--- src/rtl/tmds_pkg.sv ---
// TMDS encoder shared constants.
// Widths for data, symbol and running disparity.
package tmds_pkg;

  localparam int DATA_W   = 8;
  localparam int SYM_W    = 10;
  localparam int RD_W_DEF = 6;

  // Internal disparity width: room for rd_in plus a +/-9 step.
  function automatic int disp_iw(input int rd_w);
    return (rd_w + 2 > 6) ? rd_w + 2 : 6;
  endfunction

endpackage

--- src/rtl/tmds_popcount8.sv ---
// Eight-bit population count.
// Used for both the data byte and the transition-minimised word.
module tmds_popcount8
  import tmds_pkg::*;
(
  input  logic [DATA_W-1:0] d_i,
  output logic [3:0]        cnt_o
);

  always_comb begin
    cnt_o = 4'd0;
    for (int i = 0; i < DATA_W; i++) begin
      cnt_o = cnt_o + {3'b000, d_i[i]};
    end
  end

endmodule

--- src/rtl/tmds_encoder.sv ---
// DVI/HDMI TMDS 8b/10b symbol encoder.
// Combinational encode with a registered copy of symbol and disparity.
module tmds_encoder
  import tmds_pkg::*;
#(
  parameter int RD_W = RD_W_DEF
) (
  input  logic                   clk,
  input  logic                   rst_n,
  input  logic [DATA_W-1:0]      D,
  input  logic signed [RD_W-1:0] rd_in,
  output logic [SYM_W-1:0]       tmds_out,
  output logic signed [RD_W-1:0] rd_out,
  output logic [SYM_W-1:0]       tmds_q,
  output logic signed [RD_W-1:0] rd_q
);

  localparam int IW = disp_iw(RD_W);
  localparam logic signed [IW-1:0] ONE   = IW'(1);
  localparam logic signed [IW-1:0] EIGHT = IW'(8);

  logic [3:0]          n1d;
  logic [3:0]          n1q;
  logic                inv;
  logic [DATA_W:0]     qm;
  logic signed [IW-1:0] rd_x;
  logic signed [IW-1:0] bal;
  logic signed [IW-1:0] rd_d;
  logic                rd_zero;
  logic                rd_neg;
  logic                rd_pos;
  logic                bal_zero;
  logic [SYM_W-1:0]    sym_d;

  tmds_popcount8 u_pc_d (
    .d_i   (D),
    .cnt_o (n1d)
  );

  tmds_popcount8 u_pc_q (
    .d_i   (qm[DATA_W-1:0]),
    .cnt_o (n1q)
  );

  // Stage 1: XOR or XNOR chain, whichever gives fewer transitions.
  always_comb begin
    inv   = (n1d > 4'd4) || ((n1d == 4'd4) && !D[0]);
    qm    = '0;
    qm[0] = D[0];
    for (int i = 1; i < DATA_W; i++) begin
      qm[i] = inv ? ~(qm[i-1] ^ D[i])
                  :  (qm[i-1] ^ D[i]);
    end
    qm[DATA_W] = ~inv;
  end

  // Stage 2: DC balance against the running disparity.
  always_comb begin
    rd_x     = IW'(rd_in);
    bal      = $signed(IW'({n1q, 1'b0})) - EIGHT;
    rd_zero  = (rd_in == '0);
    rd_neg   = rd_in[RD_W-1];
    rd_pos   = !rd_neg && !rd_zero;
    bal_zero = (n1q == 4'd4);
    sym_d    = '0;
    rd_d     = rd_x;
    unique case (1'b1)
      rd_zero || bal_zero: begin
        sym_d[9] = ~qm[8];
        sym_d[8] = qm[8];
        if (qm[8]) begin
          sym_d[7:0] = qm[7:0];
          rd_d       = rd_x + bal;
        end else begin
          sym_d[7:0] = ~qm[7:0];
          rd_d       = rd_x - bal;
        end
      end
      (rd_pos && (n1q > 4'd4)) ||
      (rd_neg && (n1q < 4'd4)): begin
        sym_d = {1'b1, qm[8], ~qm[7:0]};
        rd_d  = qm[8] ? (rd_x - bal - ONE)
                      : (rd_x - bal + ONE);
      end
      default: begin
        sym_d = {1'b0, qm[8], qm[7:0]};
        rd_d  = qm[8] ? (rd_x + bal + ONE)
                      : (rd_x + bal - ONE);
      end
    endcase
  end

  assign tmds_out = sym_d;
  assign rd_out   = rd_d[RD_W-1:0];

  always_ff @(posedge clk or negedge rst_n) begin
    if (!rst_n) begin
      tmds_q <= '0;
      rd_q   <= '0;
    end else begin
      tmds_q <= tmds_out;
      rd_q   <= rd_out;
    end
  end

endmodule

--- config.mk ---
export PLATFORM = sky130hd
export DESIGN_NAME = tmds_encoder
export DESIGN_NICKNAME = d
export VERILOG_FILES = /design/src/rtl/tmds_pkg.sv /design/src/rtl/tmds_popcount8.sv /design/src/rtl/tmds_encoder.sv
export SDC_FILE = /design/constraint.sdc
export NUM_CORES = 1
export LEC_CHECK = 0
export ABC_CLOCK_PERIOD_IN_PS = 21400
export BUFFER_PORTS_ARGS = -buffer_cell sky130_fd_sc_hd__buf_2
export CORE_UTILIZATION = 57
export CTS_CLUSTER_DIAMETER = 200
export DETAILED_ROUTE_END_ITERATION = 6
export PLACE_DENSITY_LB_ADDON = 0.2
export SYNTH_ARGS = -nofsm -noshare
export SYNTH_HDL_FRONTEND = slang
export SYNTH_SLANG_ARGS = --single-unit
--- constraint.sdc ---
create_clock -name clk -period 21.4 [get_ports clk]
set_input_delay 2.14 -clock clk [delete_from_list [all_inputs] [get_ports clk]]
set_output_delay 2.14 -clock clk [all_outputs]
set_load 0.02 [all_outputs]
Word-level counts from Yosys, hierarchy flattened
Index checks and enable logic that the tools add are counted.
{"block": "word_totals", "ff_bits": 16, "inputBits": 16, "out_inout_bits": 32, "elab_cells": 68}
{"block": "op_classes", "add_sub_neg": 21, "magnitude_cmp": 3, "eq_ne": 2, "n_mux": 13, "bitwise": 16, "n_reduce_logical": 11}
{"cell": "4-bit by 1-bit adder with 4-bit output", "n": 12}
{"cell": "10-bit case mux with 2 select lines", "n": 1}
{"cell": "6-bit two-way mux", "n": 3}
{"cell": "6-bit by 2-bit adder with 6-bit output (second input constant)", "n": 2}
{"cell": "6-bit case mux with 2 select lines", "n": 1}
{"cell": "6-bit by 2-bit subtractor with 6-bit output (second input constant)", "n": 2}
{"cell": "4-bit by 3-bit equality test with 1-bit output (second input constant)", "n": 2}
{"cell": "4-bit by 3-bit > comparator with 1-bit output (second input constant)", "n": 2}
{"cell": "8-bit two-way mux", "n": 1}
{"cell": "1-bit NOT", "n": 8}
{"cell": "8-bit NOT", "n": 1}
{"cell": "1-bit two-way mux", "n": 7}
{"cell": "1-bit XOR", "n": 7}
{"cell": "6-bit adder", "n": 1}
{"cell": "6-bit zero test", "n": 1}
{"cell": "5-bit by 4-bit subtractor with 6-bit output (second input constant)", "n": 1}
{"cell": "6-bit subtractor", "n": 1}
{"cell": "1-bit by 1-bit adder with 2-bit output", "n": 2}
{"cell": "1-bit logical AND", "n": 4}
{"cell": "4-bit by 3-bit less-than comparator with 1-bit output (second input constant)", "n": 1}
{"cell": "1-bit zero test", "n": 3}
{"cell": "1-bit logical OR", "n": 3}

Depth between registers and ports, before layout
Gate-level depths: netlist of run 1.
{"block": "depth", "depth_word": 35, "ltp_mapped": 32, "mapped_depth_nobuf": 31}

Hierarchy
From an unflattened synthesis of run 1, not the netlist that was laid out.
{"block": "unflattened", "hier_cells": 231, "area_unflattened_um2": 2129.5}
{"module": "tmds_encoder", "n_inst": 1, "cells_each": 183, "area_per_inst_um2": 1749.2, "seq_area_each_um2": 400.4}
{"module": "tmds_popcount8", "n_inst": 2, "cells_each": 24, "area_per_inst_um2": 190.2, "seq_area_each_um2": 0.0}

Least setup slack after synthesis of run 1
No wires, ideal clock.
{"block": "synth_path", "path_kind": "input -> output", "startpoint": "input D[0]", "endpoint": "output rd_out[5]", "arrival_ns": 9.955, "required_time_ns": 19.260, "slack_ns": 9.305, "stages": 30, "path_buffers": 1, "path_cell_list": "ha_1 -> inv_1 -> fa_1 -> fa_1 -> inv_1 -> fa_1 -> fa_1 -> nor3b_1 -> nor2b_1 -> o21ai_1 -> buf_2 -> xnor2_1 -> ha_1 -> inv_1 -> fa_1 -> inv_1 -> fa_1 -> inv_1 -> fa_1 -> fa_1 -> xnor2_1 -> ha_1 -> ha_1 -> xor2_1 -> ha_1 -> or2_2 -> o2bb2ai_1 -> a211oi_1 -> a21oi_1 -> o21ai_0"}
{"block": "synth_via", "elab_chain_len": 35, "elab_cells_between_ends": 58, "cone_classes": "add/sub (21); order compare (3); eq/ne (2); mux (11); bitwise (14); reduce/logical (7)"}
{"element": "start, declared", "line": "tmds_encoder.sv:10", "source": "input logic [DATA_W-1:0] D,"}
{"element": "parallel branches: the longest is 34 deep, another holds 4-bit by 1-bit adder with 4-bit output"}
{"element": "6-bit case mux with 2 select lines (*)", "line": "tmds_encoder.sv:67", "source": "unique case (1'b1)"}
{"element": "end, declared", "line": "tmds_encoder.sv:13", "source": "output logic signed [RD_W-1:0] rd_out,"}
Every way passes the cells marked *.

Worst setup path in the final report of run 1
Ends and elaborated chain as after synthesis.

==> impl_metrics.tcl, run 1 <==
set metrics [dict create \
    drt_iter0_markers 80 \
    post-cts-setup-buffer-count 0 \
    slew_viol_final 0 \
    antenna_found_initial 0 \
    drt-total-wl_mm 4.161 \
    synth_top_family_by_area "adder cells" \
    utilization 0.7014 \
    finalSetupTns_ns 0 \
    final.setup.worst_slack_ns 8.808 \
    grt_pass1_wl_mm 6.844 \
    numCtsBuffers 3 \
    die_area_um2 3846 \
    cts_resized 0 \
    drc_errors 0 \
    cp-start-kind "input pin" \
    crit_path_end_kind "output pin" \
    drive_gt1_frac 0.2342 \
    cts_buffer_depth 2 \
    critPathKind "in -> out" \
    worstSetupEndpoint "rd_out[5]" \
    cts_tree "done" \
    outcome "complete, no violations" \
    hold_viol 0 \
    setup_violations 0 \
    num_vias 1711 \
    htree_levels 1 \
    syn-cell-area_um2 2053 \
    layout.nets 326 \
    gr-usage-all-layers 0.2430 \
    yosys.area_share.simple 0.09019 \
    synth_compound_area_frac 0.2011 \
    start_util 0.6058 \
    clk_pin_slew_ns 0.08 \
    seq_area_frac_synth 0.1950 \
    syn_to_final_growth_pct 15.78 \
    avgSynthCellArea_um2 9.249 \
    cp.arrival_ns 10.45 \
    synth-seq-cells 16 \
    clkSinkCount 16 \
    worstMarginPinSlew_ns 0.5694 \
    synth-async-reset-ratio 1.000 \
    period_share 0.5884 \
    yosys-mux-area-fraction 0.03413 \
    cp.depth 32 \
    n_fill_cell 265 \
    cts-root-buf "clkbuf_4" \
    max_freq_ghz 0.07941 \
    cts_hold_buf 0 \
    crit_top_cell "fa_1" \
    syn_inst 222 \
    die_w_um 62.02 \
    synth_edf_count 0 \
    viasPerCell 5.432 \
    hold_class "in -> async" \
    post_drt_wl_per_cell_um 13.21 \
    cp-startpoint "D[0]" \
    place_hpwl_mm 3.509 \
    slew_headroom 0.6179 \
    core_area_um2 3390 \
    io_pins 48 \
    max_stage_delay_ns 0.52 \
    grt_pass1_vias 1514 \
    required_ns 19.26 \
    rsz0062_at_grt "false" \
    firstDrtPassIters 4 \
    detail-route-antenna-nets 0 \
    die_h_um 62.02 \
    placementRows 21 \
    port_buffers 47 \
    synthesis.nets 278 \
    yosysWarnings 0 \
    synth_ff_type "dfrtp_1" \
    crit_fanout 26 \
    synth-adder-area-share 0.2876 \
    cp_slowest_cell "fa_1" \
    cap_violations 0 \
    antenna_cells 0 \
    crit_family "adder cells" \
    path_buf_inv 8 \
    gr-total-overflow 0 \
    period_minus_slack_ns 12.59 \
    synth_xor_xnor_area_share 0.1200 \
    pre_cts_slack_ns 8.804 \
    grt_max_degree 27 \
    synthDistinctLibCells 46 \
    gp_congestion 0.9986 \
]
[layer usage]
layer / part of all wire / wire [um] / GRT usage / vias to the layer above
met5: 0 / 0 / 0 / -
met4: 0.0046 / 19 / 0.06667 / 0
met3: 0.045 / 187 / 0.02070 / 2
met2: 0.46 / 1913 / 0.3936 / 50
met1: 0.49 / 2041 / 0.3466 / 792
li1: - / - / - / 867
[cell usage after synthesis, types with 2 or more instances]
cell | count | area (um2)
a211oi_1 | 4 | 30.03
a21oi_1 | 21 | 105.1
and3_1 | 2 | 12.51
inv_1 | 32 | 120.1
nand2_1 | 8 | 30.03
o221ai_1 | 4 | 35.03
nor3_1 | 3 | 15.01
o21ai_0 | 7 | 35.03
clkbuf_1 | 4 | 15.01
xnor2_2 | 2 | 32.53
fa_1 | 12 | 240.2
mux2i_1 | 7 | 70.07
ha_1 | 28 | 350.3
dfrtp_1 | 16 | 400.4
o211ai_1 | 2 | 15.01
nand3_1 | 2 | 10.01
o21ai_1 | 2 | 10.01
xor2_1 | 5 | 43.79
o21bai_1 | 3 | 22.52
a221o_1 | 2 | 20.02
xnor2_1 | 11 | 96.34
or2_2 | 3 | 18.77
nor2_1 | 12 | 45.04
nor2b_1 | 3 | 18.77
a2bb2oi_1 | 2 | 17.52
a21o_1 | 5 | 37.54
[final cells by class]
cell class,count,area [um2],share of cell area
timing repair buffer,49,250.2,0.1053
multi-input combinational,167,1509,0.6347
tap,46,57.56,0.02421
sequential,16,400.4,0.1684
clock buffer,4,36.28,0.01526
inverter,33,123.9,0.05211
[flip-flops by register name, indices dropped and copies added, names as in the netlist]
register and flops:
tmds_q 10, rd_q 6
[per-stage QoR]
step,hold WS (ns),area [um2],instances
floorplan,1.844,2053,222
global placement,2.050,2341,311
detailed placement,2.054,2341,311
CTS,1.749,2377,315
global route,1.753,2377,315
finish,1.745,2377,315
[worst min-delay path by stage]
stage | startpoint | to | slack (ns) | cells after the start
final | rst_n | tmds_q[1]$_DFF_PN0_ | 1.74 | 1
after global routing | rst_n | tmds_q[1]$_DFF_PN0_ | 1.75 | 1
after CTS | rst_n | tmds_q[9]$_DFF_PN0_ | 1.75 | 1
after detailed placement | rst_n | tmds_q[9]$_DFF_PN0_ | 2.05 | 1
after global placement | rst_n | tmds_q[9]$_DFF_PN0_ | 2.05 | 1
after floorplan | rst_n | rd_q[0]$_DFF_PN0_ | 1.84 | 0
[cells by family after synthesis]
| logic type | Yosys count |
|---|---|
| muxes | 7 |
| xor gates and xnor gates | 21 |
| adders and majority gates | 40 |
| and+or+nand+nor | 38 |
| DFF | 16 |
| AOI/OAI and AO/OA | 61 |
| buffers and inverters | 39 |
[placed cells by master (no fill, tap or decap), types with 3 or more instances in the layout]
| master | netlist | routed |
|---|---|---|
| nor2_1 | 12 | 12 |
| nand2_1 | 8 | 8 |
| or2_2 | 3 | 3 |
| o221ai_1 | 4 | 4 |
| a21o_1 | 5 | 5 |
| mux2i_1 | 7 | 7 |
| clkbuf_4 | 0 | 3 |
| a21oi_1 | 21 | 21 |
| buf_2 | 1 | 47 |
| nor3_1 | 3 | 3 |
| nor2b_1 | 3 | 3 |
| o21ai_0 | 7 | 7 |
| inv_1 | 32 | 32 |
| dfrtp_1 | 16 | 16 |
| a211oi_1 | 4 | 4 |
| fa_1 | 12 | 12 |
| o21bai_1 | 3 | 3 |
| xor2_1 | 5 | 5 |
| xnor2_1 | 11 | 11 |
| ha_1 | 28 | 28 |
Power of run 1 is not shown: default switching activity piles up to over one toggle a cycle in this logic, so the estimate is an artifact.
==> inputs of run 2 (changes only) <==
--- a/config.mk
+++ b/config.mk
@@ -5,9 +5,9 @@
 export SDC_FILE = /design/constraint.sdc
 export NUM_CORES = 1
 export LEC_CHECK = 0
-export ABC_CLOCK_PERIOD_IN_PS = 21400
+export ABC_CLOCK_PERIOD_IN_PS = 11700
 export BUFFER_PORTS_ARGS = -buffer_cell sky130_fd_sc_hd__buf_2
-export CORE_UTILIZATION = 57
+export CORE_UTILIZATION = 55
 export CTS_CLUSTER_DIAMETER = 200
 export DETAILED_ROUTE_END_ITERATION = 6
 export PLACE_DENSITY_LB_ADDON = 0.2
==> constraint.sdc (replaced) <==
create_clock -name clk -period 11.7 [get_ports clk]
set_input_delay 1.17 -clock clk [delete_from_list [all_inputs] [get_ports clk]]
set_output_delay 1.17 -clock clk [all_outputs]
set_load 0.02 [all_outputs]
==> impl_metrics.tcl, run 2 (synthesis gave the netlist of run 1 again) <==
set metrics [dict create \
    outcome "complete, no violations" \
    worstMarginPinSlew_ns 0.5332 \
    placementRows 21 \
    crit_fanout 7 \
    io_pins 48 \
    top_register "tmds_q" \
    die_h_um 63.10 \
    cts_hold_buf 0 \
    core_area_um2 3468 \
    crit_path_end_kind "output pin" \
    post-cts-setup-buffer-count 0 \
    n_fill_cell 300 \
    worstSetupEndpoint "rd_out[5]" \
    die_w_um 63.10 \
    viasPerCell 5.333 \
    largest_reg_flops 10 \
    grt_pass1_vias 1576 \
    gp_congestion 0.9131 \
    cts_resized 0 \
    die_area_um2 3982 \
    layout.cells.most_common "buf_2" \
    gr-usage-all-layers 0.2312 \
    required_ns 10.53 \
    clkSinkCount 16 \
    firstDrtPassIters 4 \
    place_hpwl_mm 3.491 \
    cts-root-buf "clkbuf_8" \
    gr-total-overflow 0 \
    drc_errors 0 \
    cp.arrival_ns 9.11 \
    critPathKind "in -> out" \
    antenna_cells 0 \
    numCtsBuffers 3 \
    period_share 0.8786 \
    hold_viol 0 \
    slew_headroom 0.6422 \
    drt-total-wl_mm 4.167 \
    max_stage_delay_ns 0.57 \
    worst_hold_slack_ns 0.8010 \
    hold_class "in -> async" \
    grt_max_degree 26 \
    drt_iter0_markers 107 \
    detail-route-antenna-nets 0 \
    setup_violations 0 \
    start_util 0.5920 \
    crit_top_cell "fa_1" \
    rsz0062_at_grt "false" \
    htree_levels 1 \
    max_freq_ghz 0.09728 \
    syn_to_final_growth_pct 16.70 \
    post_drt_wl_per_cell_um 13.23 \
    cap_violations 0 \
    period_minus_slack_ns 10.28 \
    reg_top3 "tmds_q x10, rd_q x6" \
    cts_tree "done" \
    antenna_found_initial 0 \
    layout.nets 326 \
    num_vias 1680 \
    cp-startpoint "D[0]" \
    cp_slowest_cell "fa_1" \
    cp-start-kind "input pin" \
    clk_pin_slew_ns 0.06 \
    drive_gt1_frac 0.2342 \
    cts_buffer_depth 2 \
    port_buffers 47 \
    slew_viol_final 0 \
    final_cell_mix "buf_2, inv_1, ha_1" \
    grt_pass1_wl_mm 7.293 \
    finalSetupTns_ns 0 \
]
## run 2: cell types whose count changed in the layout (fill, tap and decap cells not counted)
cell / change
clkbuf_4: -3
clkbuf_8: +3
## run 2: critical path: cells and delay by family
| family | cells | cell delay (ns) |
|---|---|---|
| AND/OR/NAND/NOR | 3 | 0.66 |
| AO/OA/AOI/OAI | 6 | 1.10 |
| buffers and inverters | 7 | 0.61 |
| XOR/XNOR | 2 | 0.31 |
| adder cells (fa/ha/maj) | 12 | 5.25 |
## run 2: layer usage
layer	wire (um)	share of wire	GRT usage	vias up
met1	2080	0.50	0.3430	757
li1	-	-	-	866
met5	0	0	0	-
met4	60	0.014	0.08430	0
met3	172	0.041	0.01449	5
met2	1853	0.44	0.3522	52
## run 2: worst min path at each step
stage	start	end	slack, ns	cells past startpoint
floorplan	rst_n	rd_q[0]$_DFF_PN0_	0.87	0
global placement	rst_n	tmds_q[9]$_DFF_PN0_	1.08	1
detailed placement	rst_n	tmds_q[9]$_DFF_PN0_	1.08	1
CTS	rst_n	tmds_q[9]$_DFF_PN0_	0.81	1
global route	rst_n	tmds_q[9]$_DFF_PN0_	0.82	1
finish	rst_n	tmds_q[9]$_DFF_PN0_	0.80	1
## run 2: metrics by stage
| step | utilization | setup WS [ns] | instance area (um2) | instances |
|---|---|---|---|---|
| after detailed placement | 0.6750 | 1.352 | 2341 | 311 |
| after global placement | 0.6750 | 1.467 | 2341 | 311 |
| final | 0.6908 | 1.421 | 2396 | 315 |
| after global routing | 0.6908 | 0.8604 | 2396 | 315 |
| after floorplan | - | 1.545 | 2053 | 222 |
| after CTS | 0.6908 | 1.373 | 2396 | 315 |
## run 2: cell type report
type | count | area [um2] | area share
multi-input cells | 167 | 1509 | 0.6298
flip-flops and latches | 16 | 400.4 | 0.1671
repair buffers | 49 | 250.2 | 0.1044
inverters | 33 | 123.9 | 0.05170
well taps | 46 | 57.56 | 0.02402
clock buffers | 4 | 55.05 | 0.02298
Power of run 2 is left out for the same reason.
